--- src/rtl/rv32i_types.sv ---
// Shared RV32I types plus the line/burst geometry and the adaptor FSM states.
package rv32i_types;
  typedef logic [31:0] rv32i_word;

  localparam int LINE_WIDTH  = 256;
  localparam int BURST_WIDTH = 64;
  localparam int BEATS       = LINE_WIDTH / BURST_WIDTH;

  typedef enum logic [1:0] {IDLE, READ, WRITE, DONE} pmem_adaptor_state_t;
endpackage

--- src/rtl/pmem_line_buffer.sv ---
// One cache-line register: beat-indexed fill, whole-line load, synchronous clear.
module pmem_line_buffer #(
  parameter int LINE_WIDTH  = 256,
  parameter int BURST_WIDTH = 64,
  parameter int IDX_W       = 2
) (
  input  logic                   clk,
  input  logic                   clr,
  input  logic                   beat_we,
  input  logic [IDX_W-1:0]       beat_idx,
  input  logic [BURST_WIDTH-1:0] beat_wdata,
  input  logic                   load,
  input  logic [LINE_WIDTH-1:0]  line_in,
  output logic [LINE_WIDTH-1:0]  line_o
);
  logic [LINE_WIDTH-1:0] line_q, line_d;

  always_comb begin
    line_d = line_q;
    if (clr)          line_d = '0;
    else if (load)    line_d = line_in;
    else if (beat_we) line_d[beat_idx*BURST_WIDTH +: BURST_WIDTH] = beat_wdata;
  end

  always_ff @(posedge clk) line_q <= line_d;

  assign line_o = line_q;
endmodule

--- src/rtl/pmem_line_adaptor.sv ---
// Turns one line-wide pmem read/write into a 4-beat burst on the memory bus.
module pmem_line_adaptor #(
  parameter int LINE_WIDTH  = rv32i_types::LINE_WIDTH,
  parameter int BURST_WIDTH = rv32i_types::BURST_WIDTH
) (
  input  logic                   clk,
  input  logic                   rst,
  input  rv32i_types::rv32i_word pmem_address,
  input  logic                   pmem_read,
  input  logic                   pmem_write,
  input  logic [LINE_WIDTH-1:0]  pmem_wdata,
  output logic [LINE_WIDTH-1:0]  pmem_rdata,
  output logic                   pmem_resp,
  output rv32i_types::rv32i_word mem_address,
  output logic                   mem_read,
  output logic                   mem_write,
  output logic [BURST_WIDTH-1:0] mem_wdata,
  input  logic [BURST_WIDTH-1:0] mem_rdata,
  input  logic                   mem_resp
);
  import rv32i_types::*;

  localparam int NBEATS = LINE_WIDTH / BURST_WIDTH;
  localparam int CNT_W  = $clog2(NBEATS);
  localparam int OFF_W  = $clog2(LINE_WIDTH / 8);
  localparam rv32i_word LINE_MASK = ~rv32i_word'((1 << OFF_W) - 1);
  localparam logic [CNT_W-1:0] LAST_BEAT = CNT_W'(NBEATS - 1);

  pmem_adaptor_state_t state_q, state_d;
  logic [CNT_W-1:0]    cnt_q, cnt_d;
  rv32i_word           addr_q, addr_d;
  logic                rd_we, wr_load;
  logic [LINE_WIDTH-1:0] rd_line, wr_line;

  always_ff @(posedge clk) begin
    if (rst) begin
      state_q <= IDLE;
      cnt_q   <= '0;
      addr_q  <= '0;
    end else begin
      state_q <= state_d;
      cnt_q   <= cnt_d;
      addr_q  <= addr_d;
    end
  end

  always_comb begin
    state_d = state_q;
    cnt_d   = cnt_q;
    addr_d  = addr_q;
    rd_we   = 1'b0;
    wr_load = 1'b0;
    unique case (state_q)
      IDLE: begin
        cnt_d = '0;
        if (pmem_read) begin
          addr_d  = pmem_address & LINE_MASK;
          state_d = READ;
        end else if (pmem_write) begin
          addr_d  = pmem_address & LINE_MASK;
          wr_load = 1'b1;
          state_d = WRITE;
        end
      end
      READ, WRITE: begin
        if (mem_resp) begin
          rd_we = (state_q == READ);
          cnt_d = cnt_q + 1'b1;
          if (cnt_q == LAST_BEAT) state_d = DONE;
        end
      end
      DONE:    state_d = IDLE;
      default: state_d = IDLE;
    endcase
  end

  // Separate read and write lines so pmem_rdata survives intervening writes.
  pmem_line_buffer #(.LINE_WIDTH(LINE_WIDTH), .BURST_WIDTH(BURST_WIDTH), .IDX_W(CNT_W)) u_rd_buf (
    .clk(clk), .clr(rst), .beat_we(rd_we), .beat_idx(cnt_q), .beat_wdata(mem_rdata),
    .load(1'b0), .line_in('0), .line_o(rd_line)
  );

  pmem_line_buffer #(.LINE_WIDTH(LINE_WIDTH), .BURST_WIDTH(BURST_WIDTH), .IDX_W(CNT_W)) u_wr_buf (
    .clk(clk), .clr(rst), .beat_we(1'b0), .beat_idx('0), .beat_wdata('0),
    .load(wr_load), .line_in(pmem_wdata), .line_o(wr_line)
  );

  assign pmem_rdata  = rd_line;
  assign pmem_resp   = (state_q == DONE);
  assign mem_address = addr_q;
  assign mem_read    = (state_q == READ);
  assign mem_write   = (state_q == WRITE);
  assign mem_wdata   = (state_q == WRITE) ? wr_line[cnt_q*BURST_WIDTH +: BURST_WIDTH] : '0;
endmodule

--- config.mk ---
export PLATFORM = sky130hd
export DESIGN_NAME = pmem_line_adaptor
export DESIGN_NICKNAME = d
export VERILOG_FILES = /design/src/rtl/rv32i_types.sv /design/src/rtl/pmem_line_buffer.sv /design/src/rtl/pmem_line_adaptor.sv
export SDC_FILE = /design/constraint.sdc
export NUM_CORES = 1
export LEC_CHECK = 0
export CORE_AREA = 2 2 273 275
export CTS_BUF_LIST = sky130_fd_sc_hd__clkbuf_4 sky130_fd_sc_hd__clkbuf_8 sky130_fd_sc_hd__clkbuf_16
export CTS_CLUSTER_DIAMETER = 50
export DETAILED_ROUTE_END_ITERATION = 10
export DIE_AREA = 0 0 275 277
export MAX_ROUTING_LAYER = met4
export PLACE_DENSITY_LB_ADDON = 0.25
export SLEW_MARGIN = 20
export SYNTH_ARGS = -nofsm -noshare
export SYNTH_HDL_FRONTEND = slang
export SYNTH_SLANG_ARGS = --single-unit
--- constraint.sdc ---
create_clock -name clk -period 4.4 [get_ports clk]
set_input_delay 1.1 -clock clk [delete_from_list [all_inputs] [get_ports clk]]
set_output_delay 1.1 -clock clk [all_outputs]
set_load 0.05 [all_outputs]
==> impl_metrics.py <==
metrics = {
    "outcome": {
        "status": "finished clean",
    },
    "clock_network": {
        "hold_buffers": 0,
        "clk_latency_ns": 0.62,
        "ctsRootBufferMaster": "clkbuf_16",
        "cts_buffer_depth": 3,
        "htreeDepth": 3,
        "cts_num_sinks": 543,
        "ctsResizeCount": 0,
        "cts.reportedPaths.clkPinSlew_ns": 0.05,
        "cts_tree": "done",
        "cts_setup_buffers": 0,
        "cts-buffers-inserted": 77,
    },
    "grt": {
        "grt_pass1_wl_mm": 119,
        "grt_use_total_pct": 20.9,
        "antenna_found_initial": 12,
        "overflow": 0,
        "grt_pass1_vias": 18946,
        "grt_max_degree": 165,
    },
    "floorplan": {
        "core-area_um2": 73600,
        "ios": 712,
        "start_util_pct": 28.5,
        "rows": 100,
        "die-width_um": 275,
        "die_h_um": 277,
        "dieArea_um2": 76200,
    },
    "worst_hold_path": {
        "min-delay-path-class": "reg2reg",
        "hold_path_depth": 2,
        "whs_endpoint": "u_rd_buf.line_o[172]$_SDFFE_PP0P_",
        "min_from": "u_rd_buf.line_o[172]$_SDFFE_PP0P_",
    },
    "pwr": {
        "internal_power_mw": 10.6,
        "swShare_pct": 30.9,
        "clkPwrFrac_pct": 43.0,
        "p_sw_mw": 4.74,
        "power_leakage_nw": 10.7,
        "finalPower_mw": 15.3,
        "power_density_nw_per_um2": 485,
        "combPwrFrac_pct": 21.0,
        "max-vdd-ir-drop_mv": 0.282,
        "seqPwrFrac_pct": 36.1,
    },
    "sta": {
        "slew_violations": 0,
        "worst_pin_slew_ns": 0.969,
        "hold_violations": 0,
        "finalCriticalPeriod_ns": 4.20,
        "fin_setup_tns_ns": 0,
        "finClkSkew_ns": 0.0428,
        "max_freq_mhz": 238,
        "rsz0062_at_grt": "false",
        "fin_crit_sh_pct": 95.6,
        "worst_slew_margin_rel_pct": 35.4,
        "whs_ns": 0.447,
        "setup_viol": 0,
    },
    "cells_and_area": {
        "final_util_pct": 43.0,
        "syn_to_final_growth_pct": 50.9,
        "final_common_cell": "nand2_1",
        "final_cell_mix": "760 x nand2_1, 700 x clkdlybuf4s50_1, 541 x dfxtp_1, 476 x a21oi_1, 193 x nand3_1",
        "nFillCells": 7388,
        "nets": 3415,
        "drive_gt1_share_pct": 8.88,
    },
    "setup_path": {
        "r2r_slack_ns": 1.34,
        "path_class": "reg2out",
        "rr_worst_depth": 7,
        "critical_path_required_ns": 3.30,
        "crit_path_max_fanout": 23,
        "endpoint_kind": "output pin",
        "path_cells": "buf_12 > mux4_2 > and2_1 > clkdlybuf4s50_1",
        "r2r-start": "cnt_q[0]$_SDFFE_PP0P_",
        "arrival_ns": 3.10,
        "timing.rr.end": "u_rd_buf.line_o[189]$_SDFFE_PP0P_",
        "crit_slowest_cell": "clkdlybuf4s50_1",
        "cp-start-kind": "flop",
        "slowest_delay_ns": 0.71,
    },
    "routing": {
        "post-route-drc-count": 0,
        "finalWirelength_mm": 80.7,
        "num_vias": 19657,
        "routed_via_density": 4.80,
        "firstDrtPassIters": 5,
        "drt-initial-drc-count": 1158,
        "routedWlPerCell_um": 19.7,
        "ant_nets": 0,
    },
    "logic_synthesis": {
        "syn_area_um2": 21000,
        "synthCells": 2435,
        "ys_ff_latch": 543,
        "ys_types": 36,
        "ys.warnings.count": 0,
        "syn-mean-instance-area_um2": 8.61,
        "ys_seq_area_share_pct": 51.9,
    },
    "job": {
        "cap_violations": 0,
    },
    "place": {
        "io_buffers": 701,
        "gp_congestion": 0.828,
        "dpl.hpwl_mm": 55.1,
    },
}
[cells in the mapped netlist]
library cell,count,area [um2]
clkbuf_1,132,495
nand3b_1,1,7.51
and2_1,64,400
nand3_1,196,981
nand2b_1,1,6.26
inv_1,6,22.5
a32o_1,64,641
a21oi_1,476,2380
buf_1,23,86.3
nor4b_4,1,23.8
a21boi_0,1,7.51
o41ai_1,1,8.76
a32oi_1,1,8.76
o311a_1,1,10.0
nand3_2,1,10.0
nor3b_1,1,7.51
nor4bb_1,1,10.0
and3b_1,2,17.5
o21ai_1,1,5.00
dfxtp_1,543,10900
buf_2,50,250
buf_6,7,78.8
nor3b_2,1,12.5
conb_1,1,3.75
ha_1,11,138
nor4_4,1,21.3
and3_1,3,18.8
nor4b_1,1,8.76
mux4_2,64,1440
nor2_1,1,3.75
mux2i_1,1,10.0
buf_4,12,90.1
o211ai_1,1,7.51
o21ai_0,3,15.0
nand2_1,760,2850
o21a_1,1,7.51
[cell type report]
cell class	count	area [um2]	share of cell area, %
clock buffer	97	2110	6.66
inverter	6	22.5	0.0712
multi-input combinational	1666	9140	28.9
timing repair buffer	753	7590	24.0
clock inverter	44	657	2.08
tap	969	1210	3.83
sequential	543	10900	34.4
antenna	13	32.5	0.103
[worst max-delay path by stage]
stage | from | to
2_1_floorplan | state_q[0]$_SDFFE_PP0P_ | mem_wdata[10]
3_3_place_gp | cnt_q[0]$_SDFFE_PP0P_ | mem_wdata[18]
3_5_place_dp | cnt_q[0]$_SDFFE_PP0P_ | mem_wdata[18]
4_1_cts | cnt_q[0]$_SDFFE_PP0P_ | mem_wdata[18]
5_1_grt | cnt_q[0]$_SDFFE_PP0P_ | mem_wdata[18]
6_report | cnt_q[0]$_SDFFE_PP0P_ | mem_wdata[18]
[per-stage QoR]
| stage | cell area [um2] | instances | setup WS (ns) |
|---|---|---|---|
| finish | 31600 | 4091 | 0.196 |
| global route | 31600 | 4090 | 0.0262 |
| CTS | 31600 | 4078 | 0.0487 |
| detailed placement | 28800 | 3937 | 0.735 |
| global placement | 28800 | 3937 | 0.729 |
| floorplan | 21000 | 2439 | 1.48 |
[critical path: cells and delay by family, from the launching register on]
family / cells / cell delay, ns
buffers and inverters: 2 / 1.01
muxes: 1 / 0.57
and+or+nand+nor: 1 / 0.20
DFF: 1 / 0.70
[power by group through the flow]
stage	combinational (mW)	clock (mW)	sequential [mW]
detailed placement	3.27	0	5.64
floorplan	1.63	0	5.97
global placement	3.25	0	5.63
global route	3.48	6.96	5.58
finish	3.22	6.59	5.53
CTS	3.28	6.75	5.54
[state kept, by name (all words and copies together) (netlist names)]
signal           cells
cnt_q                2
mem_address         27
state_q              2
u_rd_buf.line_o    256
u_wr_buf.line_o    256
[logic make-up (layout without fill, tap and decap cells)]
group / count (synthesis) / after routing / synth area share (%)
fa+ha+maj: 11 / 11 / 0.657
flops: 543 / 543 / 51.9
buf+inv: 230 / 900 / 4.88
mux: 65 / 65 / 6.92
other cells: 1 / 18 / 0.0179
simple gates: 1035 / 1035 / 20.9
compound gates: 550 / 550 / 14.8
[metal layers]
layer  vias up  part of all wire [%]  wire length [um]  global-route usage [%]
met5         -                     0                 0                       -
met4         0                   2.6              2130                    6.90
met1      9395                    40             32600                    24.1
li1       9543                     -                 -                       -
met2       605                    49             39700                    34.9
met3       114                   7.8              6290                    5.80
No activity file was read; power rests on OpenSTA's default activity.
